<file path="src/rtl/wdata_chan_mngr_pkg.sv">
// Shared write-data channel definitions for the manager (wdata_chan_mngr) and
// the subordinate (wdata_chan_subo). The state codes are also exported as
// defines so that both sides and any bus monitors decode them identically.
// Optional feature macro used by the channel modules: WDATA_WSTRB_EN.
`ifndef WDAT_DEFS_DONE
`define WDAT_DEFS_DONE
// manager states
`define WDAT_MIDLE 3'b000
`define WDAT_MSEND 3'b001
`define WDAT_MLAST 3'b010
`define WDAT_MDEFO 3'b111
// subordinate states
`define WDAT_SIDLE 3'b000
`define WDAT_SRECV 3'b001
`define WDAT_SDEFO 3'b111
// beat width / max beats per burst
`define WDAT_DW    32
`define WDAT_NBEAT 4
`endif

package wdata_chan_mngr_pkg;
  localparam int DW     = `WDAT_DW;
  localparam int NBEAT  = `WDAT_NBEAT;
  localparam int LINE_W = DW * NBEAT;
  localparam int BE_W   = LINE_W / 8;

  typedef enum logic [2:0] {
    MIDLE = `WDAT_MIDLE,
    MSEND = `WDAT_MSEND,
    MLAST = `WDAT_MLAST,
    MDEFO = `WDAT_MDEFO
  } mstate_e;

  // Next-state decode. Unknown encodings (and MDEFO) hold until reset.
  function automatic mstate_e mngr_next(input mstate_e st, input logic start,
                                        input logic [1:0] len, input logic wready,
                                        input logic [1:0] cntr);
    mstate_e nx;
    nx = st;
    case (st)
      MIDLE: if (start) nx = (len == 2'd0) ? MLAST : MSEND;
      MSEND: if (wready) nx = (2'(cntr + 2'd1) == len) ? MLAST : MSEND;
      MLAST: if (wready) nx = MIDLE;
      default: nx = st;
    endcase
    return nx;
  endfunction
endpackage

</file>
<file path="src/rtl/wdata_chan_mngr.sv">
// wdata_chan_mngr: manager side of the write data channel. Captures a 128-bit
// line and beat count on start_wd, serialises it as 1-4 32-bit beats on
// wvalid/wready/wdata/wlast, and pulses finish_mwd the cycle after the last
// beat handshake.
// Ports:
//   clk, rst_n            clock, async active-low reset
//   start_wd/wd_data/wd_len  request (accepted only while wd_ready)
//   wd_ready              idle, request will be accepted
//   finish_mwd            registered one-cycle done pulse
//   wvalid/wready/wdata/wlast  write data channel
//   wd_be/wstrb           byte enables / per-beat strobes (WDATA_WSTRB_EN only)
// Macro: WDATA_WSTRB_EN adds the byte-enable path.
module wdata_chan_mngr
  import wdata_chan_mngr_pkg::*;
#(
  parameter int DW    = 32,
  parameter int NBEAT = 4
) (
  input  logic                  clk,
  input  logic                  rst_n,
  input  logic                  start_wd,
  input  logic [DW*NBEAT-1:0]   wd_data,
  input  logic [1:0]            wd_len,
  output logic                  wd_ready,
  output logic                  finish_mwd,
`ifdef WDATA_WSTRB_EN
  input  logic [DW*NBEAT/8-1:0] wd_be,
  output logic [DW/8-1:0]       wstrb,
`endif
  output logic                  wvalid,
  input  logic                  wready,
  output logic [DW-1:0]         wdata,
  output logic                  wlast
);

  mstate_e              state_q, state_d;
  logic [1:0]           beat_cntr_q, beat_cntr_d;
  logic [DW*NBEAT-1:0]  line_q, line_d;
  logic [1:0]           len_q, len_d;
  logic                 finish_q, finish_d;
`ifdef WDATA_WSTRB_EN
  logic [DW*NBEAT/8-1:0] be_q, be_d;
`endif

  always_comb begin
    state_d     = mngr_next(state_q, start_wd, len_q == 2'd0 ? wd_len : wd_len,
                            wready, beat_cntr_q);
    beat_cntr_d = beat_cntr_q;
    line_d      = line_q;
    len_d       = len_q;
    finish_d    = 1'b0;
`ifdef WDATA_WSTRB_EN
    be_d        = be_q;
`endif
    case (state_q)
      MIDLE: if (start_wd) begin
        line_d      = wd_data;
        len_d       = wd_len;
        beat_cntr_d = 2'd0;
`ifdef WDATA_WSTRB_EN
        be_d        = wd_be;
`endif
      end
      MSEND: begin
        // MSEND->MLAST compares against the captured length, not the live input
        state_d = mngr_next(state_q, 1'b0, len_q, wready, beat_cntr_q);
        if (wready) beat_cntr_d = beat_cntr_q + 2'd1;
      end
      MLAST: if (wready) finish_d = 1'b1;
      default: ;
    endcase
  end

  always_ff @(posedge clk or negedge rst_n) begin
    if (!rst_n) begin
      state_q     <= MIDLE;
      beat_cntr_q <= 2'd0;
      line_q      <= '0;
      len_q       <= 2'd0;
      finish_q    <= 1'b0;
`ifdef WDATA_WSTRB_EN
      be_q        <= '0;
`endif
    end else begin
      state_q     <= state_d;
      beat_cntr_q <= beat_cntr_d;
      line_q      <= line_d;
      len_q       <= len_d;
      finish_q    <= finish_d;
`ifdef WDATA_WSTRB_EN
      be_q        <= be_d;
`endif
    end
  end

  // Channel outputs decode only registered state, so they are glitch-free and
  // hold still while the subordinate stalls.
  assign wvalid     = (state_q == MSEND) || (state_q == MLAST);
  assign wlast      = (state_q == MLAST);
  assign wd_ready   = (state_q == MIDLE);
  assign finish_mwd = finish_q;
  assign wdata      = line_q[DW*beat_cntr_q +: DW];
`ifdef WDATA_WSTRB_EN
  assign wstrb      = wvalid ? be_q[(DW/8)*beat_cntr_q +: DW/8] : '0;
`endif

endmodule

</file>
<file path="config.mk">
export PLATFORM = sky130hd
export DESIGN_NAME = wdata_chan_mngr
export DESIGN_NICKNAME = d
export VERILOG_FILES = /design/src/rtl/wdata_chan_mngr_pkg.sv /design/src/rtl/wdata_chan_mngr.sv
export SDC_FILE = /design/constraint.sdc
export NUM_CORES = 1
export LEC_CHECK = 0
export BUFFER_PORTS_ARGS = -buffer_cell sky130_fd_sc_hd__buf_2
export CORE_MARGIN = 2
export CORE_UTILIZATION = 49
export CTS_BUF_LIST = sky130_fd_sc_hd__clkbuf_16
export CTS_CLUSTER_SIZE = 12
export DETAILED_ROUTE_END_ITERATION = 8
export HOLD_SLACK_MARGIN = 0.06
export PLACE_DENSITY = 0.82
export SETUP_SLACK_MARGIN = 0.4
export SYNTH_ARGS = -nofsm -noshare
export SYNTH_HDL_FRONTEND = slang
export SYNTH_SLANG_ARGS = --single-unit
</file>
<file path="constraint.sdc">
create_clock -name clk -period 2.8 [get_ports clk]
set_input_delay 0.28 -clock clk [delete_from_list [all_inputs] [get_ports clk]]
set_output_delay 0.28 -clock clk [all_outputs]
set_load 0.01 [all_outputs]
</file>
Yosys cells after proc, flatten, opt, wreduce, memory -nomap -nowiden
Cells that the tools add are included.
{"block": "totals", "ff_bits": 136, "in_bits": 134, "output_inout_bits": 36}
{"block": "op_classes", "n_addsub": 1, "eq_ne": 7, "shifts": 1, "n_mux": 12, "reduce_logical": 8}
{"cell": "$shiftx 128x8->32", "count": 1}
{"cell": "$mux 3", "count": 4}
{"cell": "$mux 2", "count": 4}
{"cell": "$ne 2x2->1 const B", "count": 3}
{"cell": "$pmux 3 s2", "count": 1}
{"cell": "$pmux 2 s2", "count": 1}
{"cell": "$reduce_and 4->1", "count": 1}
{"cell": "$eq 3x1->1 const B", "count": 1}
{"cell": "$eq 3x2->1 const B", "count": 1}
{"cell": "$logic_not 3->1", "count": 1}
{"cell": "$ne 3x2->1 const B", "count": 1}
{"cell": "$reduce_and 3->1", "count": 1}
{"cell": "$reduce_bool 3->1", "count": 1}
{"cell": "$add 2x1->2 const B", "count": 1}
{"cell": "$eq 2x2->1", "count": 1}
{"cell": "$logic_not 2->1", "count": 1}
{"cell": "$mux 1", "count": 2}
{"cell": "$reduce_and 2->1", "count": 1}
{"cell": "$reduce_bool 2->1", "count": 1}
{"cell": "$logic_or 1x1->1", "count": 1}

Depth between registers and ports, before layout
{"block": "depth", "ltp_word": 5, "mapped_depth": 6}

Worst setup path after synthesis
No wires, ideal clock.
{"block": "synth_timing", "path_kind": "register to output", "startpoint": "reg beat_cntr_q[0]", "endpoint": "out wdata[25]", "t_arrival_ps": 1336, "required_ps": 2520, "slack_ps": 1184, "stages_incl_launch_ff": 4, "path_buffers": 2, "path_cell_list": "dfrtp_1 > buf_2 > buf_4 > mux4_2"}
{"block": "synth_via", "elab_chain_cells": 1}
{"item": "start: declaration", "line_no": "wdata_chan_mngr.sv:37", "rtl": "logic [1:0] beat_cntr_q, beat_cntr_d;"}
{"item": "start signal: assignment", "line_no": "wdata_chan_mngr.sv:86", "rtl": "beat_cntr_q <= beat_cntr_d;"}
{"item": "$shiftx 128x8->32", "line_no": "wdata_chan_mngr.sv:102", "rtl": "assign wdata = line_q[DW*beat_cntr_q +: DW];"}
{"item": "end: declaration", "line_no": "wdata_chan_mngr.sv:32", "rtl": "output logic [DW-1:0] wdata,"}
No other way between the ends.

Worst setup path in the final report
{"block": "layout_timing", "startpoint": "reg beat_cntr_q[0]", "endpoint": "out wdata[2]"}
Same word-level chain as after synthesis.

==> out/metrics.csv <==
stage,metric,value,unit
outcome,status,"complete, no violations",
detailed_routing,drt-total-wl,13300,microns
sta,slew_headroom,0.460,
placement,placed_cells,651,
placement,io_buffer_count,169,
yosys,synthesis.area,0.00593,sq mm
placement,pre_cts_slack,0.861,ns
worst_setup_path,worst_ep_required_time,2.52,ns
yosys,ys_async_sr_fraction,1.00,
floorplanning,num_io_pins,170,
yosys,synth-edff-count,0,
yosys,synth_area_leaders,"dfrtp_1, mux2_1, mux4_2",
finish,final_nets,710,
cts,cts_buffers,17,
global_routing,grt_use_total,0.217,
sta,fin_crit,2.28,ns
global_routing,grt_overflow_total,0,
cts,htreeDepth,4,
worst_setup_path,r2r-start,state_q[0],
sta,hold_ws,0.0764,ns
detailed_routing,viasPerCell,5.32,
floorplanning,fp.dieW,114,microns
power_and_ir_drop,powerDensity,1130,mW/mm^2
detailed_routing,dr.pass1.iters,4,
finish,synthToLayoutAreaGrowth,34.9,%
yosys,yosys_warnings,0,
floorplanning,placementRows,40,
finish,layout-drive-gt1-share,0.402,
worst_setup_path,reg2regPathDepth,5,
min_path,min_path_type,in -> reg,
detailed_routing,vias,3903,
worst_setup_path,cp.arrival,2.00,ns
floorplanning,core_area,0.0119,sq mm
cts,cts_tree,yes,
sta,finalWorstSetupSlack,0.516,ns
sta,period_share,0.816,
floorplanning,die-area,0.0130,sq mm
cts,cts.clk_slew.worst_paths,0.06,ns
sta,finalSetupViolCount,0,
power_and_ir_drop,total_power,9.08,mW
detailed_routing,drcViolationCount,0,
floorplanning,start_util,0.498,
sta,fmax,438,MHz
power_and_ir_drop,p_leak,3.65,nW
yosys,yosys.area.top_type_share,0.569,
cts,clk_latency,0.42,ns
yosys,synthTopCellsByCount,"dfrtp_1, mux2_1, mux4_2",
detailed_routing,drt_iter0_drc,251,
worst_setup_path,rrSetupSlack,0.76,ns
yosys,synth.ff_latch_count,135,
floorplanning,die_h,114,microns
run,cap_viol_max_count,0,
min_path,worstHoldPathCells,2,
yosys,ys_seq_area_frac,0.569,
global_routing,antenna_found_initial,3,
yosys,yosysTopAreaCell,dfrtp_1,
global_routing,grt_pass1_wl,21100,microns
yosys,syn_avg_cell_area,16.8,sq um
cts,cts_buffer_depth,2,
worst_setup_path,critical_path_class,reg -> out,
yosys,syn_nets,492,
global_routing,grt_pass1_vias,4275,
sta,tns,0,ns
sta,rsz0062_at_grt,false,
worst_setup_path,path_max_fanout,28,
sta,skew,0.0136,ns
finish,nFillCells,810,
detailed_routing,postRouteAntennaNets,0,
sta,hold_violations,0,
yosys,syn_inst,353,
worst_setup_path,startpoint_type,register,
worst_setup_path,r2r_end,line_q[126],
placement,hpwl,8380,microns
cts,clockRootBuffer,clkbuf_16,
sta,slew_viol_final,0,
placement,place_congestion,0.775,
yosys,ys_types,26,
finish,final_cell_count_no_fill,733,
detailed_routing,wl_per_cell,18.1,microns
cts,cts_setup_buffers,0,
min_path,min_to,line_q[97],
cts,clock_sinks,135,
power_and_ir_drop,max-vdd-ir-drop,0.000786,V
global_routing,grt_max_degree,131,
min_path,hold_start,wd_data[97],
yosys,synth-main-ff-cell,dfrtp_1,
worst_setup_path,critPathCaptureType,output pin,
yosys,synthMostInstantiatedCell,dfrtp_1,
sta,tightest_slew,0.811,ns
placed cells by master (no fill, tap or decap), types with 2 or more instances in the layout:
cell type,netlist,final
ha_1,5,5
buf_2,18,168
mux4_2,32,32
buf_12,0,3
a22o_1,2,2
bufinv_16,0,4
inv_1,2,6
dfrtp_4,0,2
clkinv_1,0,2
o21ai_0,2,2
dlygate4sd3_1,0,48
diode_2,0,2
clkinv_2,0,4
clkbuf_16,0,17
dfrtp_1,135,133
nand2_1,5,4
mux2_1,130,130
nor2_1,4,4
routing by layer:
layer | wire [microns] | global-route usage | part of all wire
met2 | 6770 | 0.356 | 0.51
met4 | 270 | 0.0829 | 0.020
met1 | 5410 | 0.260 | 0.41
met5 | 13 | 0 | 0.00098
met3 | 811 | 0.0821 | 0.061
per-stage QoR:
stage                      util  cell area, sq um
after detailed placement  0.581              6920
after global routing      0.672              8000
final                     0.672              8000
after global placement    0.581              6920
after floorplan               -              5930
after CTS                 0.668              7960
final cells by class:
| cell class | instances | area (sq um) | area share |
|---|---|---|---|
| sequential | 135 | 3390 | 0.423 |
| multi-input combinational | 194 | 2420 | 0.303 |
| timing repair buffer | 221 | 1400 | 0.175 |
| clock buffer | 17 | 425 | 0.0532 |
| tap | 147 | 184 | 0.0230 |
| clock inverter | 15 | 170 | 0.0213 |
| inverter | 2 | 7.51 | 0.000938 |
| antenna | 2 | 5.00 | 0.000625 |
repair_timing:
item	in CTS	in global routing
setup endpoints to repair	0	22
hold endpoints to repair	124	3
resized for setup	0	2
hold buffers	45	3
sequential cells by signal, indices dropped and copies added, names as in the netlist:
signal and flops:
len_q 2, state_q 2, line_q 128, beat_cntr_q 2, finish_mwd 1
cell families (layout without fill, tap and decap cells):
kind of cell             after synthesis  after routing  synth area share
multiplexers                         163            163             0.370
flip-flops                           135            135             0.569
buffers and inverters                 24            255            0.0234
AND/OR/NAND/NOR                       16             16            0.0137
AO/OA/AOI/OAI                          9              9            0.0118
adder cells (fa/ha/maj)                5              5            0.0105
XOR/XNOR                               1              1           0.00148
other                                  0              2                 0
critical path, stage by stage, from the launching register on:
cell	delay (ns)
dfrtp_4	0.57
buf_12	0.28
mux4_2	0.54
buf_2	0.17
report_power, final:
| part | internal, mW | switching [mW] |
|---|---|---|
| combinational | 1.87 | 1.39 |
| clock | 1.46 | 0.789 |
| sequential | 2.97 | 0.611 |
how the worst max path moves through the flow:
| stage | slack (ns) | to | start |
|---|---|---|---|
| after global placement | 0.89 | wdata[2] | beat_cntr_q[0] |
| final | 0.52 | wdata[2] | beat_cntr_q[0] |
| after detailed placement | 0.86 | line_q[53] | state_q[0] |
| after floorplan | 1.18 | wdata[25] | beat_cntr_q[0] |
| after global routing | 0.41 | wdata[2] | beat_cntr_q[0] |
| after CTS | 0.40 | wdata[12] | beat_cntr_q[0] |
(Power assumes the default switching activity.)
